--- src/rtl/stack_reg_file.sv ---
// Register file with a hardware stack pointer register, sticky stack error
// bits and a per-bit enabled flag register.
module stack_reg_file #(
  parameter int unsigned              DATA_W      = 16,
  parameter int unsigned              ADDR_W      = 4,
  parameter int unsigned              SP_IDX      = 2,
  parameter int unsigned              FLAG_W      = 3,
  parameter logic [DATA_W-1:0]        STACK_BASE  = 16'hFFFF,
  parameter logic [DATA_W-1:0]        STACK_LIMIT = 16'hFF00
) (
  input  logic              clk,
  input  logic              reset,
  input  logic              rd_en,
  input  logic [ADDR_W-1:0] rd_addr_a,
  input  logic [ADDR_W-1:0] rd_addr_b,
  output logic [DATA_W-1:0] rd_data_a,
  output logic [DATA_W-1:0] rd_data_b,
  input  logic              wr_en,
  input  logic [ADDR_W-1:0] wr_addr,
  input  logic [DATA_W-1:0] wr_data,
  input  logic              push,
  input  logic              pop,
  input  logic              err_clr,
  output logic [DATA_W-1:0] sp_out,
  output logic              stk_ovf,
  output logic              stk_unf,
  input  logic              flag_upd,
  input  logic [FLAG_W-1:0] flag_en,
  input  logic [FLAG_W-1:0] flags_in,
  output logic [FLAG_W-1:0] flags_out
);

  localparam int unsigned       NREGS = 2 ** ADDR_W;
  localparam logic [ADDR_W-1:0] SP_A  = ADDR_W'(SP_IDX);

  logic [DATA_W-1:0] regs [NREGS];
  logic [DATA_W-1:0] sp;
  logic [DATA_W-1:0] sp_next;
  logic              ovf_set;
  logic              unf_set;
  logic              sp_written;

  assign sp         = regs[SP_A];
  assign sp_out     = sp;
  assign sp_written = wr_en && (wr_addr == SP_A);

  always_comb begin
    rd_data_a = '0;
    rd_data_b = '0;
    if (rd_en) begin
      rd_data_a = (wr_en && (wr_addr == rd_addr_a)) ? wr_data : regs[rd_addr_a];
      rd_data_b = (wr_en && (wr_addr == rd_addr_b)) ? wr_data : regs[rd_addr_b];
    end
  end

  // An explicit SP write wins over any step; limits gate every step, so an
  // SP written outside [LIMIT, BASE] only ever moves back toward the range.
  always_comb begin
    sp_next = sp;
    ovf_set = 1'b0;
    unf_set = 1'b0;
    if (sp_written) begin
      sp_next = wr_data;
    end else if (push && !pop) begin
      if (sp > STACK_LIMIT) sp_next = sp - DATA_W'(1);
      else                  ovf_set = 1'b1;
    end else if (pop && !push) begin
      if (sp < STACK_BASE)  sp_next = sp + DATA_W'(1);
      else                  unf_set = 1'b1;
    end
  end

  always_ff @(posedge clk or posedge reset) begin
    if (reset) begin
      for (int unsigned i = 0; i < NREGS; i++) begin
        regs[i] <= '0;
      end
      regs[SP_A] <= STACK_BASE;
    end else begin
      if (wr_en) regs[wr_addr] <= wr_data;
      regs[SP_A] <= sp_next;
    end
  end

  always_ff @(posedge clk or posedge reset) begin
    if (reset) begin
      stk_ovf   <= 1'b0;
      stk_unf   <= 1'b0;
      flags_out <= '0;
    end else begin
      stk_ovf <= ovf_set | (stk_ovf & ~err_clr);
      stk_unf <= unf_set | (stk_unf & ~err_clr);
      if (flag_upd) flags_out <= (flags_out & ~flag_en) | (flags_in & flag_en);
    end
  end

endmodule

--- config.mk ---
export PLATFORM = sky130hd
export DESIGN_NAME = stack_reg_file
export DESIGN_NICKNAME = d
export VERILOG_FILES = /design/src/rtl/stack_reg_file.sv
export SDC_FILE = /design/constraint.sdc
export NUM_CORES = 1
export LEC_CHECK = 0
export BUFFER_PORTS_ARGS = -buffer_cell sky130_fd_sc_hd__buf_2
export CORE_UTILIZATION = 60
export CTS_CLUSTER_DIAMETER = 50
export DETAILED_ROUTE_END_ITERATION = 10
export PLACE_DENSITY = 0.79
export SLEW_MARGIN = 20
export SYNTH_ARGS = -nofsm -noshare
export SYNTH_HDL_FRONTEND = slang
export SYNTH_SLANG_ARGS = --single-unit
export TNS_END_PERCENT = 1
--- constraint.sdc ---
create_clock -name clk -period 26.4 [get_ports clk]
set_input_delay 5.28 -clock clk [delete_from_list [all_inputs] [get_ports clk]]
set_output_delay 5.28 -clock clk [all_outputs]
set_load 0.02 [all_outputs]
======== After elaboration in Yosys (flattened, before gate mapping) ========
Cells that the tools add are included.
word-level totals
  register bits after elaboration ......... 261
  bits of input ports ..................... 42
  output and inout port bits .............. 53
operators by class
  add/sub/neg operators ................... 2
  $lt $le $gt $ge ......................... 6
  equality and inequality tests ........... 4
  multiplexer cells ....................... 25
  bitwise logic cells ..................... 12
  reductions and logical operators ........ 11
operator list
  cell                                                                          number
  256-bit bitwise mux                                                           1
  16-bit two-way mux                                                            14
  16-bit binary-select mux with 4-bit select                                    2
  16-bit demux with 4-bit select                                                1
  16-bit by 1-bit adder with 16-bit output, second input constant               1
  16-bit > comparator, second input constant                                    1
  16-bit less-than comparator, second input constant                            1
  16-bit by 1-bit subtractor with 16-bit output, second input constant          1
  5-bit >= comparator, second input constant                                    3
  4-bit NOT with 5-bit output                                                   3
  4-bit equality test                                                           2
  1-bit two-way mux                                                             7
  3-bit bitwise AND                                                             2
  1-bit logical AND                                                             6
  3-bit nonzero test                                                            2
  5-bit by 1-bit less-than comparator with 1-bit output, second input constant  1
  4-bit by 2-bit equality test with 1-bit output, second input constant         1
  3-bit by 2-bit != test with 1-bit output, second input constant               1
  3-bit NOT                                                                     1
  3-bit bitwise OR                                                              1
  3-bit AND reduction                                                           1
  1-bit bitwise AND                                                             2
  1-bit zero test                                                               2
  1-bit bitwise OR                                                              2
  1-bit NOT                                                                     1

======== Depth between registers and ports, before layout ========
  word-level depth ........................ 6
  mapped depth ............................ 11

======== Worst setup path after synthesis ========
Ideal clock, no wire load.
  kind .................................... input to output
  from .................................... input port rd_addr_a[0]
  to ...................................... output port rd_data_a[3]
  data arrival time ....................... 7363 ps
  data required time ...................... 21120 ps
  slack ................................... 13757 ps
  stages on the path ...................... 6
  buffers on the path ..................... 2
  cells stage by stage .................... buf_2 -> buf_1 -> mux4_1 -> mux4_2 -> nand2_1 -> o21ai_0
between the ends
  longest elaborated chain between the ends .. 6
  elaborated cells on any way between the ends .. 8
  those cells by class .................... eq/ne (1); mux (5); bitwise (1); reduce/logical (1)
ends and longest elaborated chain
  what                                                   line  source
  start: declaration                                     14    input logic [ADDR_W-1:0] rd_addr_a,
  4-bit NOT with 5-bit output (implied by the code)      51    rd_data_a = (wr_en && (wr_addr == rd_addr_a)) ? wr_data : regs[rd_addr_a];
  16-bit binary-select mux with 4-bit select             51
  16-bit two-way mux (implied by the code) (2 in a row)  51
  16-bit two-way mux (*)                                 51
  16-bit two-way mux (*)                                 50    if (rd_en) begin
  end: declaration                                       16    output logic [DATA_W-1:0] rd_data_a,
Mark *: on every way between the ends. The rest lies on a longest branch, timed or not. The select of a mux whose other input is x is not followed.

======== Final worst setup path ========
  from .................................... input port rd_addr_a[1]
  to ...................................... output port rd_data_a[0]
The elaborated chain is that of the path after synthesis.

==> key figures <==
Clock network
  • H-tree levels: 2
  • Clk slew on worst S/H paths: 50 ps
  • Clk_lat worst skew: 510 ps
  • Root buf cell: clkbuf_16
  • CTS Buf Count: 34
  • # resized after CTS: 0
  • CTS Hold Bufs: 0
  • Clock tree from TritonCTS: done
  • CTS Buffer Depth: 3
  • Post-CTS setup buffer count: 0
  • Clock Sink Count: ~260

Logic synthesis
  • Top post-synthesis cells by area: dfrtp_1 (41%), mux4_2 (24%), mux2_2 (18%)
  • Async set-or-reset flop fraction in the synthesized netlist: 100.0%
  • Synth Area per Inst: 14.29 sq um
  • Synth Flop Type: dfrtp_1
  • Post-synth cell types: 48
  • Syn_nets: 1084
  • Ys Warns: 0
  • Synth Register Bits: between 200 and 300
  • Post-synthesis sequential area ratio: 44.05%
  • Post-synth EDFFs: 0
  • Area share of the largest cell type after synthesis: 41.22%
  • Synthesized instance count: between 1k and 1.5k
  • Top cell type by total area after synthesis: dfrtp_1
  • Cell area after synthesis: around 15000 sq um

Worst setup path
  • Worst Path Max Fanout: 65
  • Worst EP required: 21120 ps
  • Critical path type: in2out
  • Startpoint Class: input pin
  • Crit end category: primary output
  • Worst endpoint data arrival time: 8450 ps

Die
  • Row cnt: 57
  • Starting Density: 61.15%
  • Die area: around 25000 sq um
  • Die H: approximately 160 um
  • Num ports: 95
  • Die extent in x: 159.4 um
  • Core Region: 24320 sq um

Place
  • Number of buffers added on ports: 94
  • GP Congestion: around 0.85
  • DP Cell Count: 1365
  • HPWL Detailed: about 23 mm

Drt
  • Via count: roughly 10k
  • DRC Markers: 0
  • DR vias/cell: 6.982
  • DRT antenna net count: 0
  • Final WL: about 39 mm
  • First-pass detailed-route iteration total: 7
  • Wirelength per Cell: 27.14 um
  • Number of DRC markers in iteration 0: 1100

Hold path
  • HP Class: reg2reg

Run status
  • Outcome: finished clean

Global route
  • Overflow after GRT: 0
  • GRT Overall Usage: between 30% and 40%
  • Antenna violations before repair: 1
  • Largest net degree at the start of global routing: ~120
  • First-pass GRT wire length: 60.99 mm
  • Via count of the first global-routing pass: 10.21k

Timing
  • Worst Skew: approximately 12 ps
  • Worst slew pin tran: 1187 ps
  • Final Cycle Share: 52.02%
  • Setup TNS: 0 ps
  • Final min period: between 10000 and 15000 ps
  • Slew Limit Fails: 0
  • Hold Slack: 500.6 ps
  • Slew headroom: between 20% and 30%
  • Setup violators final: 0
  • RSZ-0062 raised after global routing: no
  • Max Clk Rate: between 0.07 and 0.08 GHz
  • Final hold vios: 0

Final layout
  • Fraction of layout cells with a size suffix above 1: 55.17%
  • Final std cells w/o fill: 1427
  • Layout area overhead: 11.64%
  • Fill cells: 1662
  • Post-layout util: 68.27%
  • Nets: roughly 1.1k

Power
  • PD cells: 87.46 nW/um^2
  • Leakage power: 0.006838 uW
  • Maximum vdd drop: 0.00004415 V
  • Total power: 1452 uW

Run
  • Maxcap violations: 0
where the power goes:
group / internal, uW / total (uW) / switching, uW
sequential: 507 / 608 / 102
clock: 307 / 484 / 176
combinational: 212 / 360 / 148
total: 1030 / 1450 / 426
through the flow:
step           setup WS, ps  cell area [sq um]
5_1_grt               12520              16600
3_5_place_dp          12410              15400
4_1_cts               12400              16590
3_3_place_gp          12430              15390
2_1_floorplan         13760              14870
6_report              12670              16600
routing by layer:
metal	wire (um)	vias to the layer above	track usage (%)
met2	18540	568	49.82
met1	15200	5226	44.72
met4	1420	0	12.06
li1	-	4059	-
met5	0	-	0
met3	3573	111	6.278
synthesized netlist by cell type (all sizes together) (8+ instances only):
cell type  count
nand2         62
a21oi         16
dfrtp        245
clkbuf        73
xor2          18
dfstp         16
buf           41
nor2          35
mux4         160
nor3          12
nand3          8
mux2         244
o21ai         42
o22ai          9
cells by family after synthesis:
logic type	after synthesis	synth area share, %
multiplexers	406	42.89
flip-flops	261	44.05
AND/OR/NAND/NOR	154	4.897
buffers and inverters	120	3.786
AO/OA/AOI/OAI	76	2.936
XOR/XNOR	23	1.355
adder cells (fa/ha/maj)	1	0.08412
layout by cell type (no fill, tap or decap), drive strengths merged, types with 3 or more instances in the layout:
cell type	count
o21ai	42
nand2	62
dfrtp	245
nand3	8
nand4	6
xor2	18
and2	4
nor3	12
o22ai	9
nand2b	6
bufinv	3
nor2	35
mux2	244
clkinvlp	3
mux4	160
nand3b	3
inv	7
dfstp	16
a21oi	16
nor3b	4
clkbuf	52
or3	4
xnor2	5
buf	114
sequential cells by signal (all words and copies together), names as in the netlist, named ones only:
name	count
stk_unf	1
sp_out	16
regs	240
stk_ovf	1
critical path, cell delays in order:
cell and delay, ps:
buf_2 70, buf_4 760, xor2_1 140, nor3_1 230, nand3_2 530, and2_1 800
nand2_1 180, o21ai_0 190, buf_2 230
worst paths after layout:
check                             start      endpoint  slack [ps]  depth (start not counted)
max                        rd_addr_a[1]  rd_data_a[0]       12670                          9
min reg2reg                    register      register         500                          1
min                            register      register         500                          1
max reg2reg                   sp_out[3]    sp_out[13]       23850                          6
max in group asynchronous         reset     regs[201]       19950                          3
min in group asynchronous         reset      regs[83]        4920                          2
layout make-up:
type	instances	area, sq um	share of cell area, %
clock buffer	52	1062	6.398
sequential	261	6551	39.46
inverter	6	30.03	0.1809
tap	324	405.4	2.442
antenna	1	2.502	0.01507
multi-input combinational	660	7791	46.93
clock inverter	9	135.1	0.8139
timing repair buffer	114	625.6	3.768
Note: power is estimated with default switching activity, not from simulation.
